### config.mk
export PLATFORM = sky130hd
export DESIGN_NAME = bus_sequencer_flat
export DESIGN_NICKNAME = d
export VERILOG_FILES = /design/src/rtl/bus_sequencer_if.sv /design/src/rtl/bus_sequencer.sv /design/src/flat_wrapper.sv
export SDC_FILE = /design/constraint.sdc
export NUM_CORES = 1
export LEC_CHECK = 0
export ABC_AREA = 1
export BUFFER_PORTS_ARGS = -buffer_cell sky130_fd_sc_hd__buf_2
export CAP_MARGIN = 20
export CORE_AREA = 2 2 82 103
export CTS_CLUSTER_SIZE = 12
export DETAILED_ROUTE_END_ITERATION = 12
export DIE_AREA = 0 0 84 105
export GPL_TIMING_DRIVEN = 0
export SETUP_SLACK_MARGIN = 0.15
export SLEW_MARGIN = 20
export SYNTH_ARGS = -nofsm -noshare
export SYNTH_HDL_FRONTEND = slang
export SYNTH_SLANG_ARGS = --single-unit
### constraint.sdc
create_clock -name clock -period 2.4 [get_ports clock]
set_input_delay 0.72 -clock clock [delete_from_list [all_inputs] [get_ports clock]]
set_output_delay 0.72 -clock clock [all_outputs]
set_load 0.02 [all_outputs]
### src/rtl/bus_sequencer_if.sv
// Control/status bundle between bus_sequencer and the datapath.
// master = sequencer side, slave = datapath / IR / memory side.
interface bus_sequencer_if;
  logic        start;
  logic [31:0] ir;
  logic        mem_done;
  logic [15:0] reg_out;
  logic [15:0] reg_in;
  logic        pc_out;
  logic        pc_in;
  logic        inc_pc;
  logic        mar_in;
  logic        read;
  logic        mdr_in;
  logic        mdr_out;
  logic        ir_in;
  logic        y_in;
  logic        z_in;
  logic        zlow_out;
  logic        zhigh_out;
  logic        lo_in;
  logic        hi_in;
  logic [4:0]  alu_op;
  logic        busy;
  logic        done;
  logic [1:0]  error;

  modport master (
    input  start, ir, mem_done,
    output reg_out, reg_in, pc_out, pc_in, inc_pc, mar_in,
    output read, mdr_in, mdr_out, ir_in,
    output y_in, z_in, zlow_out, zhigh_out, lo_in, hi_in,
    output alu_op, busy, done, error
  );

  modport slave (
    output start, ir, mem_done,
    input  reg_out, reg_in, pc_out, pc_in, inc_pc, mar_in,
    input  read, mdr_in, mdr_out, ir_in,
    input  y_in, z_in, zlow_out, zhigh_out, lo_in, hi_in,
    input  alu_op, busy, done, error
  );
endinterface

### src/rtl/bus_sequencer.sv
// Moore sequencer for fetch + reg-reg ALU execute on a single shared bus.
// Outputs decode from state only (mem_done gates mdr_in in T2).
module bus_sequencer #(
  parameter int TIMEOUT = 255,
  parameter int TW      = 16
) (
  input  logic            clock,
  input  logic            reset,
  bus_sequencer_if.master bus
);

  typedef enum logic [3:0] {
    IDLE, T0, T1, T2, T3, DEC,
    T4, T5, T6, T7,
    FIN_OK, FIN_ILL, FIN_TO
  } state_t;

  localparam logic [TW-1:0] LIMIT = TW'(TIMEOUT - 1);

  state_t        state, nxt;
  logic [TW-1:0] cnt, cnt_nxt;

  logic [4:0] op;
  logic [3:0] ra, rb, rc;
  logic       legal;
  logic       is_mul;

  assign op = bus.ir[31:27];
  assign ra = bus.ir[26:23];
  assign rb = bus.ir[22:19];
  assign rc = bus.ir[18:15];

  always_comb begin
    legal  = 1'b0;
    is_mul = 1'b0;
    unique case (1'b1)
      (op == 5'b00011): legal = 1'b1;
      (op == 5'b00100): legal = 1'b1;
      (op == 5'b00101): legal = 1'b1;
      (op == 5'b00110): legal = 1'b1;
      (op == 5'b01111): begin
        legal  = 1'b1;
        is_mul = 1'b1;
      end
      default: ;
    endcase
  end

  always_ff @(posedge clock or posedge reset) begin
    if (reset) begin
      state <= IDLE;
      cnt   <= '0;
    end else begin
      state <= nxt;
      cnt   <= cnt_nxt;
    end
  end

  always_comb begin
    nxt           = state;
    cnt_nxt       = cnt;
    bus.reg_out   = '0;
    bus.reg_in    = '0;
    bus.pc_out    = 1'b0;
    bus.pc_in     = 1'b0;
    bus.inc_pc    = 1'b0;
    bus.mar_in    = 1'b0;
    bus.read      = 1'b0;
    bus.mdr_in    = 1'b0;
    bus.mdr_out   = 1'b0;
    bus.ir_in     = 1'b0;
    bus.y_in      = 1'b0;
    bus.z_in      = 1'b0;
    bus.zlow_out  = 1'b0;
    bus.zhigh_out = 1'b0;
    bus.lo_in     = 1'b0;
    bus.hi_in     = 1'b0;
    bus.alu_op    = '0;
    bus.busy      = (state != IDLE);
    bus.done      = 1'b0;
    bus.error     = 2'b00;
    unique case (state)
      IDLE: if (bus.start) nxt = T0;
      T0: begin
        bus.pc_out = 1'b1;
        bus.mar_in = 1'b1;
        bus.inc_pc = 1'b1;
        bus.z_in   = 1'b1;
        nxt        = T1;
      end
      T1: begin
        bus.zlow_out = 1'b1;
        bus.pc_in    = 1'b1;
        cnt_nxt      = '0;
        nxt          = T2;
      end
      T2: begin
        bus.read = 1'b1;
        // a late mem_done still beats the timeout
        if (bus.mem_done) begin
          bus.mdr_in = 1'b1;
          nxt        = T3;
        end else if (cnt == LIMIT) begin
          nxt = FIN_TO;
        end else begin
          cnt_nxt = cnt + 1'b1;
        end
      end
      T3: begin
        bus.mdr_out = 1'b1;
        bus.ir_in   = 1'b1;
        nxt         = DEC;
      end
      DEC: nxt = legal ? T4 : FIN_ILL;
      T4: begin
        bus.reg_out = 16'h1 << rb;
        bus.y_in    = 1'b1;
        nxt         = T5;
      end
      T5: begin
        bus.reg_out = 16'h1 << rc;
        bus.z_in    = 1'b1;
        bus.alu_op  = op;
        nxt         = T6;
      end
      T6: begin
        bus.zlow_out = 1'b1;
        if (is_mul) begin
          bus.lo_in = 1'b1;
          nxt       = T7;
        end else begin
          bus.reg_in = 16'h1 << ra;
          nxt        = FIN_OK;
        end
      end
      T7: begin
        bus.zhigh_out = 1'b1;
        bus.hi_in     = 1'b1;
        nxt           = FIN_OK;
      end
      FIN_OK, FIN_ILL, FIN_TO: begin
        bus.done  = 1'b1;
        bus.error = (state == FIN_ILL) ? 2'b01 :
                    (state == FIN_TO)  ? 2'b10 : 2'b00;
        nxt       = bus.start ? T0 : IDLE;
      end
      default: nxt = IDLE;
    endcase
  end

endmodule

### src/flat_wrapper.sv
// flat-port wrapper written by rule: the top's interface ports become plain ports
module bus_sequencer_flat 
#(
  parameter int TIMEOUT = 255,
  parameter int TW      = 16
)
  (clock, reset, bus_start, bus_ir, bus_mem_done, bus_reg_out, bus_reg_in, bus_pc_out, bus_pc_in, bus_inc_pc, bus_mar_in, bus_read, bus_mdr_in, bus_mdr_out, bus_ir_in, bus_y_in, bus_z_in, bus_zlow_out, bus_zhigh_out, bus_lo_in, bus_hi_in, bus_alu_op, bus_busy, bus_done, bus_error);
  bus_sequencer_if bus_i ();
  input  logic clock;
  input  logic reset;
  input wire logic [$bits(bus_i.start)-1:0] bus_start;
  input wire logic [$bits(bus_i.ir)-1:0] bus_ir;
  input wire logic [$bits(bus_i.mem_done)-1:0] bus_mem_done;
  output wire logic [$bits(bus_i.reg_out)-1:0] bus_reg_out;
  output wire logic [$bits(bus_i.reg_in)-1:0] bus_reg_in;
  output wire logic [$bits(bus_i.pc_out)-1:0] bus_pc_out;
  output wire logic [$bits(bus_i.pc_in)-1:0] bus_pc_in;
  output wire logic [$bits(bus_i.inc_pc)-1:0] bus_inc_pc;
  output wire logic [$bits(bus_i.mar_in)-1:0] bus_mar_in;
  output wire logic [$bits(bus_i.read)-1:0] bus_read;
  output wire logic [$bits(bus_i.mdr_in)-1:0] bus_mdr_in;
  output wire logic [$bits(bus_i.mdr_out)-1:0] bus_mdr_out;
  output wire logic [$bits(bus_i.ir_in)-1:0] bus_ir_in;
  output wire logic [$bits(bus_i.y_in)-1:0] bus_y_in;
  output wire logic [$bits(bus_i.z_in)-1:0] bus_z_in;
  output wire logic [$bits(bus_i.zlow_out)-1:0] bus_zlow_out;
  output wire logic [$bits(bus_i.zhigh_out)-1:0] bus_zhigh_out;
  output wire logic [$bits(bus_i.lo_in)-1:0] bus_lo_in;
  output wire logic [$bits(bus_i.hi_in)-1:0] bus_hi_in;
  output wire logic [$bits(bus_i.alu_op)-1:0] bus_alu_op;
  output wire logic [$bits(bus_i.busy)-1:0] bus_busy;
  output wire logic [$bits(bus_i.done)-1:0] bus_done;
  output wire logic [$bits(bus_i.error)-1:0] bus_error;
  assign bus_i.start = bus_start;
  assign bus_i.ir = bus_ir;
  assign bus_i.mem_done = bus_mem_done;
  assign bus_reg_out = bus_i.reg_out;
  assign bus_reg_in = bus_i.reg_in;
  assign bus_pc_out = bus_i.pc_out;
  assign bus_pc_in = bus_i.pc_in;
  assign bus_inc_pc = bus_i.inc_pc;
  assign bus_mar_in = bus_i.mar_in;
  assign bus_read = bus_i.read;
  assign bus_mdr_in = bus_i.mdr_in;
  assign bus_mdr_out = bus_i.mdr_out;
  assign bus_ir_in = bus_i.ir_in;
  assign bus_y_in = bus_i.y_in;
  assign bus_z_in = bus_i.z_in;
  assign bus_zlow_out = bus_i.zlow_out;
  assign bus_zhigh_out = bus_i.zhigh_out;
  assign bus_lo_in = bus_i.lo_in;
  assign bus_hi_in = bus_i.hi_in;
  assign bus_alu_op = bus_i.alu_op;
  assign bus_busy = bus_i.busy;
  assign bus_done = bus_i.done;
  assign bus_error = bus_i.error;
  bus_sequencer #(.TIMEOUT(TIMEOUT), .TW(TW)) u_core (.clock(clock), .reset(reset), .bus(bus_i));
endmodule
After elaboration in Yosys (flattened, before gate mapping)
Index checks and enable logic that the tools add are counted.
{ "word_totals": {"reg_bits": 20, "inputBits": 36, "out_inout_bits": 55, "word_cells": 69} }
{ "classes": {"add_sub_neg": 1, "n_eq_ne": 22, "shifts": 3, "muxes": 32, "n_reduce_logical": 9} }
{ "op_table": {"columns": ["cell", "count"], "rows": [
  ["2-to-1 mux 16 bit", 4],
  ["one-hot mux 16 bit (2 select lines)", 2],
  ["left shift 1 x 4 -> 16 bit (first input constant)", 3],
  ["one-hot mux 4 bit (11 select lines)", 1],
  ["equality test 4 bit (second input constant)", 5],
  ["adder 16 x 1 -> 16 bit (second input constant)", 1],
  ["equality test 16 x 8 -> 1 bit (second input constant)", 1],
  ["equality test 4 x 3 -> 1 bit (second input constant)", 4],
  ["2-to-1 mux 1 bit", 16],
  ["2-to-1 mux 4 bit", 4],
  ["equality test 5 x 3 -> 1 bit (second input constant)", 3],
  ["equality test 4 x 2 -> 1 bit (second input constant)", 2],
  ["2-to-1 mux 2 bit", 4],
  ["inequality test 2 bit (second input constant)", 3],
  ["equality test 5 x 2 -> 1 bit (second input constant)", 1],
  ["equality test 5 x 4 -> 1 bit (second input constant)", 1],
  ["2-to-1 mux 5 bit", 1],
  ["OR reduction 5 bit", 1],
  ["equality test 4 x 1 -> 1 bit (second input constant)", 1],
  ["zero test 4 bit", 1],
  ["nonzero test 4 bit", 1],
  ["OR reduction 2 bit", 2],
  ["inequality test 3 x 2 -> 1 bit (second input constant)", 1],
  ["AND reduction 3 bit", 1],
  ["other kinds (3)", 3]
]} }

Depth between registers and ports, before layout
Gate-level depths: netlist of run 1.
{ "depth": {"word_depth": 5, "mapped_depth": 11, "depth_no_buf": 10} }

Worst setup path after synthesis of run 1
No wires, ideal clock.
{ "synth_path": {"path_kind": "in2out", "from": "input bus_ir[22]", "to": "output bus_reg_out[0]", "arrival_time_ps": 1553, "required_ps": 1680, "path_slack_ps": 127, "cell_stages": 4, "path_buffers": 0, "cell_sequence": "or2_2 o21ai_2 nand2_1 nor2_1"} }
{ "synth_via": {"elab_chain_cells": 2} }
{ "synth_rtl": {"columns": ["item", "line_no", "rtl"], "rows": [
  ["from (decl)", "flat_wrapper.sv:12", "input wire logic [$bits(bus_i.ir)-1:0] bus_ir;"],
  ["left shift 1 x 4 -> 16 bit", "bus_sequencer.sv:116", "bus.reg_out = 16'h1 << rb;"],
  ["one-hot mux 16 bit (2 select lines)", "bus_sequencer.sv:82", "unique case (state)"],
  ["to (decl)", "flat_wrapper.sv:14", "output wire logic [$bits(bus_i.reg_out)-1:0] bus_reg_out;"]
]} }
No other way between the ends.

Worst setup path in the final report of run 1
{ "layout_path": {"from": "register u_core.state[2]", "to": "output bus_reg_in[4]"} }
{ "layout_via": {"elab_chain_cells": 2} }
{ "layout_rtl": {"columns": ["item", "line_no", "rtl"], "rows": [
  ["from (decl)", "bus_sequencer.sv:20", "state_t state, nxt;"],
  ["from (signal assigned)", "bus_sequencer.sv:54", "state <= nxt;"],
  ["equality test 4 bit", "bus_sequencer.sv:82", null],
  ["2-to-1 mux 16 bit", "bus_sequencer.sv:82", null],
  ["to (decl)", "flat_wrapper.sv:15", "output wire logic [$bits(bus_i.reg_in)-1:0] bus_reg_in;"]
]} }
No other way between the ends.

==> run_results.csv, run 1 <==
group,metric,value,unit
drt,avgRoutedWirePerCell,12.7,um
logic_synthesis,synthCells,332,
die,std_cell_rows,36,
power_and_ir_drop,power_leakage,1.59,nW
placement,dpl.hpwl,4510,um
global_routing,grt_pass1_vias,2263,
logic_synthesis,yosysWarnings,0,
global_routing,overflow,0,
run_status,outcome,"complete, but fails checks",
clock_network,path_clk_slew,0.08,ns
drt,ant_nets,0,
finish,final_util,42.2,%
power_and_ir_drop,peakVddDrop,0.505,mV
die,die_x,84,um
placement,portBuffers,75,
logic_synthesis,synth_fp_nets,370,
critical_path,crit_fanout,8,
die,die_h,105,um
logic_synthesis,synth_top_area_share,26.1,%
global_routing,grt_start_max_net_pins,21,
logic_synthesis,syn_area,0.00192,mm2
sta,fin_crit_sh,106,%
finish,num_antenna_cells,0,
global_routing,grt_antenna_before_repair,0,
die,io_pins,91,
power_and_ir_drop,p_per_area,707,mW/mm2
logic_synthesis,syn_area_per_cell,5.78,um2
drt,routed_wl,6740,um
logic_synthesis,synth-edff-count,0,
sta,fin_skew,0.00314,ns
sta,rsz0062_at_grt,"true",
clock_network,htree_levels,1,
logic_synthesis,synth_common_cells,"nand2_1 (108), nor2_1 (87), inv_1 (34)",
drt,route.detailed.drc,0,
critical_path,cp-end-kind,"output port",
global_routing,grt_pass1_wl,10300,um
die,coreArea,0.00779,mm2
run_status,violations,"setup timing",
clock_network,clkSinkCount,20,
sta,finalCriticalPeriod,2.54,ns
finish,fill_cells,781,
drt,drt_iter0_drc,66,
critical_path,required,1.68,ns
finish,nets,473,
logic_synthesis,ys.flop_type,"dfrtp_1",
sta,setup_viol,33,
logic_synthesis,synth_cell_types,27,
drt,vias_per_cell,4.53,
power_and_ir_drop,p_total,2.33,mW
critical_path,worst_setup_path_start_kind,"flop",
clock_network,clockBufferDepth,2,
global_routing,gr-usage-all-layers,13.7,%
sta,fin_ws,-0.137,ns
clock_network,root_buffer,"clkbuf_8",
logic_synthesis,synth.ff_latch_count,20,
sta,slew_viol_final,0,
die,dieArea,0.00882,mm2
hold_path,min_path_type,"reg2reg",
clock_network,clkLatencyLatePin,0.26,ns
logic_synthesis,ys_top_cells_by_area,"dfrtp_1 (26%), nand2_1 (21%), nor2_1 (17%)",
logic_synthesis,seq_area_frac_synth,26.1,%
job,drv_cap,0,
placement,gp_congestion,0.859,
sta,slew_headroom,46.1,%
placement,place_ws,-0.185,ns
sta,worstMarginPinSlew,0.807,ns
logic_synthesis,ys_async_sr_fraction,100,%
logic_synthesis,yosys.area.top_type,"dfrtp_1",
clock_network,cts_buffers,3,
critical_path,worst_ep_arrival_time,1.82,ns
finish,drive_gt1_share,43.3,%
finish,syn_to_final_growth,71.4,%
sta,fmax,394,MHz
drt,num_vias,2395,
logic_synthesis,synth_most_common_cell,"nand2_1",
sta,hold_viol_final,0,
drt,first_pass_iters,4,
clock_network,cts_tree,"built",
die,start_util,24.6,%
critical_path,criticalPathCategory,"reg2out",
==> per-stage QoR <==
stage / TNS (ns) / cells / hold slack [ns] / cell area, um2
global route: -6.71 / 529 / 0.595 / 3290
global placement: -2.53 / 502 / 0.512 / 2410
CTS: -1.09 / 522 / 0.546 / 2950
detailed placement: -2.79 / 502 / 0.522 / 2410
floorplan: 0 / 332 / 0.488 / 1920
finish: -3.08 / 529 / 0.549 / 3290
==> path summary, 6_finish.rpt <==
check,cells past startpoint,slack (ns),from,to
max,8,-0.14,u_core.state[2]$_DFFE_PP0P_,bus_reg_in[4]
min,2,0.55,u_core.cnt[15]$_DFFE_PP0P_,u_core.cnt[15]$_DFFE_PP0P_
max reg2reg,11,0.48,u_core.state[3]$_DFFE_PP0P_,u_core.state[0]$_DFFE_PP0P_
min reg2reg,2,0.55,u_core.cnt[15]$_DFFE_PP0P_,u_core.cnt[15]$_DFFE_PP0P_
max in group asynchronous,2,1.25,reset,u_core.state[0]$_DFFE_PP0P_
min in group asynchronous,2,0.60,reset,u_core.cnt[10]$_DFFE_PP0P_
==> state kept, by name, indices dropped and copies added, names as in the netlist <==
| name | cells |
|---|---|
| u_core.state | 4 |
| u_core.cnt | 16 |
==> kinds of logic after synthesis <==
kind of cell	synth area share, %
AOI/OAI and AO/OA	5.86
xor gates and xnor gates	3.19
adders and majority gates	1.30
buffers and inverters	10.9
DFF	26.1
and+or+nand+nor	52.6
==> repair_timing <==
| item | CTS | global route |
|---|---|---|
| setup buffers | 16 | 7 |
| resized for setup | 106 | 83 |
| pin swaps | 11 | 14 |
| endpoints found under the setup margin | 37 | 50 |
| hold buffers | 0 | 0 |
==> power breakdown <==
group          internal (mW)  switching (mW)
sequential             0.382          0.0596
clock                  0.223           0.120
combinational          0.621           0.921
total                   1.23            1.10
==> placed cells by master, fill, tap and decap left out <==
cell,Yosys,final
a21oi_1,2,2
a21oi_2,1,1
a31oi_1,1,1
buf_2,0,23
buf_4,5,45
buf_6,2,35
buf_8,0,2
bufinv_16,0,1
clkbuf_1,1,1
clkbuf_8,0,3
dfrtp_1,20,19
dfrtp_2,0,1
ha_1,2,2
inv_1,34,27
inv_2,5,10
inv_4,0,2
nand2_1,108,97
nand2_2,6,8
nand2_4,3,8
nand2_8,0,4
nand3_1,17,16
nand3_4,0,1
nand3b_1,2,2
nand4_1,6,6
nor2_1,87,55
nor2_2,4,9
nor2_4,1,28
nor3_1,3,2
nor3_4,0,1
o211ai_4,0,1
o21ai_0,4,3
o21ai_1,0,1
o21ai_2,2,2
o21bai_1,5,5
or2_2,3,2
or2_4,0,1
xnor2_1,1,1
xor2_1,6,6
==> final cells by class <==
class,count,area [um2],area share (%)
multi-input cells,265,1570,47.6
repair buffers,98,810,24.6
flip-flops and latches,20,502,15.2
inverters,39,151,4.60
well taps,95,119,3.61
plain buffers,8,71.3,2.17
clock buffers,3,41.3,1.25
clock inverters,1,30.0,0.912
==> layer usage <==
metal	wire length (um)	global-route usage, %
met1	2710	16.7
met4	82	3.57
met2	3660	25.3
met5	0	0
met3	284	1.50
==> worst max-delay path, cell delays in order, from the launching register on <==
cell and delay, ns:
dfrtp_1 0.42, inv_1 0.15, nand2_4 0.09, nor2_4 0.14, inv_2 0.06, nor2_4 0.25
nand2_8 0.16, nor2_4 0.15, buf_6 0.13
No activity file was read; power rests on OpenSTA's default activity.
==> run 2, diff against run 1 <==
CORE_AREA = 2 2 61 77   (was 2 2 82 103)
DIE_AREA = 0 0 63 79   (was 0 0 84 105)
PLACE_DENSITY = 0.78   (was unset)
==> run 2 against run 1 <==
The flow still finishes with violations (setup timing). Clock skew shrank 0.0016 ns. First-iteration DRC count rose to 3.6 times the previous value. Via count rose by 1.3%. Wire length decreased by 2.6%. Critical endpoint is now bus_reg_in[9]. Highest routed layer unchanged.
==> run_results.csv, run 2 (synthesized netlist as in run 1, its figures left out) <==
group,metric,value,unit
critical_path,criticalPathCategory,"reg2out",
clock_network,htree_levels,1,
sta,slew_headroom,49.6,%
drt,route.detailed.drc,0,
finish,final_common_cell,"nand2_1",
power_and_ir_drop,peakVddDrop,0.332,mV
finish,final_cell_mix,"nand2_1 (100), nor2_1 (61), buf_4 (43)",
drt,avgRoutedWirePerCell,13.7,um
placement,place_ws,-0.125,ns
clock_network,clockBufferDepth,2,
finish,drive_gt1_share,39.1,%
drt,ant_nets,0,
power_and_ir_drop,power_leakage,1.48,nW
sta,hold_viol_final,0,
placement,portBuffers,75,
power_and_ir_drop,intPower,0.946,mW
die,start_util,44.8,%
sta,setup_viol,32,
clock_network,postCtsHoldBufs,0,
critical_path,r2r_cells,9,
run_status,violations,"setup timing",
global_routing,gr-usage-all-layers,23.2,%
finish,layout.cells.non_filler,480,
clock_network,path_clk_slew,0.07,ns
global_routing,overflow,0,
die,dieArea,0.00498,mm2
placement,dp_cells,465,
critical_path,r2r-end,"u_core.state[0]$_DFFE_PP0P_",
drt,routed_wl,6560,um
finish,largest_reg_flops,16,
finish,num_antenna_cells,0,
power_and_ir_drop,seq_power_share,22.9,%
finish,fill_cells,340,
global_routing,grt_start_max_net_pins,21,
power_and_ir_drop,combPwrFrac,65.9,%
sta,fin_skew,0.00156,ns
clock_network,clkLatencyLatePin,0.26,ns
job,drv_cap,0,
clock_network,cts_buffers,3,
critical_path,required,1.68,ns
finish,nets,462,
die,std_cell_rows,27,
sta,rsz0062_at_grt,"true",
run_status,outcome,"complete, but fails checks",
drt,vias_per_cell,5.06,
sta,fin_crit_sh,106,%
placement,gp_congestion,0.948,
drt,num_vias,2427,
sta,finalCriticalPeriod,2.55,ns
sta,slew_viol_final,0,
hold_path,hold_depth,2,
finish,biggestRegsByFlops,"u_core.cnt (16), u_core.state (4)",
hold_path,holdPathEnd,"u_core.cnt[0]$_DFFE_PP0P_",
critical_path,r2r_setup_slack,0.73,ns
critical_path,r2r_start,"u_core.state[2]$_DFFE_PP0P_",
clock_network,cts_tree,"built",
placement,dpl.hpwl,4130,um
critical_path,cp-end-kind,"output port",
drt,drt_iter0_drc,236,
die,die_h,79,um
finish,syn_to_final_growth,51.9,%
die,coreArea,0.00429,mm2
power_and_ir_drop,p_per_area,668,mW/mm2
critical_path,worst_setup_path_start_kind,"flop",
critical_path,worst_ep_arrival_time,1.83,ns
finish,regMostFlops,"u_core.cnt",
clock_network,clkSinkCount,20,
hold_path,min_path_type,"reg2reg",
hold_path,hold_start,"u_core.cnt[0]$_DFFE_PP0P_",
global_routing,grt_pass1_vias,2170,
drt,first_pass_iters,4,
clock_network,root_buffer,"clkbuf_8",
power_and_ir_drop,power_frac_clock,11.2,%
power_and_ir_drop,switchingPower,1.00,mW
die,die_x,63,um
power_and_ir_drop,p_total,1.95,mW
sta,fmax,392,MHz
power_and_ir_drop,swShare,51.4,%
sta,worstMarginPinSlew,0.755,ns
die,io_pins,91,
critical_path,crit_fanout,8,
sta,fin_ws,-0.152,ns
sta,setup_tns,-2.13,ns
global_routing,grt_pass1_wl,9520,um
global_routing,grt_antenna_before_repair,0,
==> run 2: worst max-delay path by stage <==
stage,from,endpoint,cells past startpoint
3_3_place_gp,bus_ir[27],bus_reg_in[10],7
5_1_grt,u_core.state[0]$_DFFE_PP0P_,bus_reg_in[9],8
6_report,u_core.state[0]$_DFFE_PP0P_,bus_reg_in[9],8
2_1_floorplan,bus_ir[22],bus_reg_out[0],4
4_1_cts,u_core.state[3]$_DFFE_PP0P_,bus_reg_out[4],11
3_5_place_dp,bus_ir[27],bus_reg_in[8],7
==> run 2: stage by stage <==
stage | hold WS, ns | area, um2 | util, %
2_1_floorplan | 0.488 | 1920 | -
3_3_place_gp | 0.516 | 2370 | 55.2
3_5_place_dp | 0.538 | 2370 | 55.2
4_1_cts | 0.554 | 2800 | 65.2
5_1_grt | 0.593 | 2920 | 68.0
6_report | 0.555 | 2920 | 68.0
==> run 2: area by class of cell <==
type	count	area (um2)	area share, %
Sequential cell	20	503	17.2
Clock buffer	3	41.3	1.42
Multi-Input combinational cell	265	1450	49.8
Timing Repair Buffer	87	631	21.6
Buffer	8	67.6	2.32
Inverter	39	149	5.11
Tap cell	58	72.6	2.49
==> run 2: power by group through the flow <==
stage	combinational (mW)	clock, mW	sequential, mW
final	1.28	0.219	0.446
after global routing	1.38	0.235	0.452
after CTS	1.19	0.228	0.440
after detailed placement	1.00	0	0.444
after global placement	0.987	0	0.443
after floorplan	0.732	0	0.431
==> run 2: worst max-delay path, stage by stage, from the launching register on <==
cell     delay [ns]
dfrtp_2        0.46
nor2_2         0.17
inv_2          0.07
nor2_4         0.11
inv_2          0.07
nor2_4         0.18
nand2_4        0.16
nor2_1         0.17
buf_4          0.17
==> run 2: timing repair <==
| item | CTS | global route |
|---|---|---|
| endpoints found under the setup margin | 34 | 47 |
| pin swaps | 10 | 9 |
| setup buffers | 10 | 2 |
| endpoints found under the hold margin | 0 | 0 |
| gates resized for setup | 97 | 34 |
==> run 2: metal layers <==
layer | track usage (%) | part of all wire (%) | vias to the layer above
met5 | 0 | 0 | -
met3 | 2.97 | 6.4 | 13
met1 | 26.5 | 38 | 1116
li1 | - | - | 1194
met4 | 8.89 | 2.2 | 0
met2 | 43.6 | 53 | 104
==> run 3, diff against run 2 <==
CORE_AREA = 4 4 63 79   (was 2 2 61 77)
DIE_AREA = 0 0 67 83   (was 0 0 63 79)
==> run 3 against run 2 <==
The run still ends with setup timing left. Maximum frequency decreased by 1.1%. Die area increased by 12%. Worst hold slack got worse by 0.013 ns. Sequential share of layout area up 0.069 points. Cell count is 0.21% higher. Critical path depth unchanged. Critical path type unchanged.
==> run_results.csv, run 3 (synthesized netlist as in run 1, its figures left out) <==
group,metric,value,unit
finish,final_cell_mix,"nand2_1 (98), nor2_1 (68), buf_4 (43)",
global_routing,grt_start_max_net_pins,21,
critical_path,cp-end-kind,"output port",
placement,postPlaceCellArea,0.00237,mm2
drt,first_pass_iters,4,
drt,routed_wl,6750,um
finish,layout.cells.non_filler,481,
die,io_pins,91,
die,dieArea,0.00556,mm2
clock_network,root_buffer,"clkbuf_8",
placement,dp_cells,465,
critical_path,criticalPathCategory,"reg2out",
sta,fin_ws,-0.180,ns
finish,biggestRegsByFlops,"u_core.cnt (16), u_core.state (4)",
sta,hold_viol_final,0,
clock_network,htree_levels,1,
critical_path,crit_end,"bus_reg_in[0]",
drt,num_vias,2487,
sta,finalCriticalPeriod,2.58,ns
placement,dpl.hpwl,4150,um
finish,drive_gt1_share,38.3,%
clock_network,cts_buffers,3,
power_and_ir_drop,power_leakage,1.51,nW
sta,worstMarginPinSlew,0.756,ns
sta,whs,0.542,ns
global_routing,overflow,0,
critical_path,crit_fanout,8,
critical_path,r2r_start,"u_core.state[3]$_DFFE_PP0P_",
hold_path,hold_start,"u_core.cnt[15]$_DFFE_PP0P_",
finish,num_antenna_cells,0,
critical_path,worst_setup_path_start_kind,"flop",
finish,fill_cells,327,
clock_network,cts_tree,"built",
finish,regMostFlops,"u_core.cnt",
sta,slew_viol_final,0,
drt,route.detailed.drc,0,
sta,fin_skew,0.00349,ns
drt,drt_iter0_drc,201,
die,std_cell_rows,27,
critical_path,required,1.68,ns
run_status,outcome,"complete, but fails checks",
run_status,violations,"setup timing",
clock_network,clkSinkCount,20,
critical_path,path_buf_inv,3,
global_routing,grt_antenna_before_repair,0,
finish,fin_area,0.00290,mm2
finish,nets,463,
sta,fin_crit_sh,108,%
critical_path,cpMostUsedCell,"nor2_4",
placement,gp_congestion,0.970,
global_routing,grt_pass1_wl,9450,um
job,drv_cap,0,
global_routing,gr-usage-all-layers,20.6,%
critical_path,crit_family,"simple AND/OR/NAND/NOR gates",
finish,syn_to_final_growth,50.9,%
clock_network,clockBufferDepth,2,
critical_path,cp_slowest_stage_delay,0.43,ns
die,start_util,44.8,%
global_routing,grt_pass1_vias,2281,
critical_path,cpMaxStageDelayCell,"dfrtp_1",
critical_path,r2r_setup_slack,0.69,ns
critical_path,path_depth,8,
finish,largest_reg_flops,16,
sta,setup_tns,-2.90,ns
drt,ant_nets,0,
finish,final_common_cell,"nand2_1",
drt,avgRoutedWirePerCell,14.0,um
placement,portBuffers,75,
critical_path,path_cells,"inv_1 > nand2_2 > nor2_4 > inv_2 > nor2_4 > nand2_4 > nor2_1 > buf_4",
critical_path,worst_ep_arrival_time,1.86,ns
die,die_x,67,um
sta,rsz0062_at_grt,"true",
hold_path,min_path_type,"reg2reg",
clock_network,clkLatencyLatePin,0.26,ns
hold_path,hold_depth,2,
placement,place_ws,-0.100,ns
sta,slew_headroom,49.5,%
power_and_ir_drop,peakVddDrop,0.350,mV
power_and_ir_drop,p_per_area,682,mW/mm2
critical_path,r2r_cells,12,
sta,fmax,388,MHz
die,coreArea,0.00429,mm2
drt,vias_per_cell,5.17,
clock_network,path_clk_slew,0.07,ns
die,die_h,83,um
critical_path,worstSetupStartpoint,"u_core.state[2]$_DFFE_PP0P_",
critical_path,r2r-end,"u_core.cnt[14]$_DFFE_PP0P_",
sta,setup_viol,32,
-- run 3: cell count changes in the layout (fill, tap and decap cells not counted), moves of 2 or more --
cell     previous run  this run
nor2_4             20        12
inv_2               8        10
nor2_1             61        68
nand2_1           100        98
-- run 3: worst min-delay path, stage by stage, from the launching register on --
cell and delay, ns:
dfrtp_1 0.39, nand2_1 0.06, nand2_1 0.06
-- run 3: layout make-up --
type,count,area [um2],area share (%)
clock buffer,3,41.3,1.42
sequential,20,502,17.3
inverter,39,146,5.05
timing repair buffer,88,652,22.5
buffer,8,67.6,2.33
multi-input combinational,265,1420,48.9
tap,58,72.6,2.50
-- run 3: routing by layer --
layer  GRT usage, %  wire, um
met5              0         0
met4           7.20       228
met3           3.38       651
met2           38.9      3400
met1           21.9      2470
-- run 3: worst min-delay path by stage --
stage | end | slack (ns)
final | u_core.cnt[15]$_DFFE_PP0P_ | 0.54
after global routing | u_core.cnt[15]$_DFFE_PP0P_ | 0.58
after CTS | u_core.cnt[0]$_DFFE_PP0P_ | 0.54
after detailed placement | u_core.cnt[0]$_DFFE_PP0P_ | 0.53
after global placement | u_core.cnt[0]$_DFFE_PP0P_ | 0.51
after floorplan | u_core.cnt[15]$_DFFE_PP0P_ | 0.49
-- run 3: stage by stage --
step           utilization [%]  total power, mW
2_1_floorplan                -             1.16
3_3_place_gp              55.2             1.43
3_5_place_dp              55.2             1.45
4_1_cts                   63.9             1.86
5_1_grt                   67.5             2.11
6_report                  67.5             1.98
-- run 3: report_power, final --
part / internal, mW / switching (mW)
clock: 0.112 / 0.102
combinational: 0.464 / 0.859
sequential: 0.382 / 0.0576
total: 0.959 / 1.02
-- run 3: repair_timing --
item,in CTS,in global routing
hold buffers,0,0
setup buffers,10,3
pin swaps,16,13
setup endpoints to repair,34,48
resized for setup,85,39
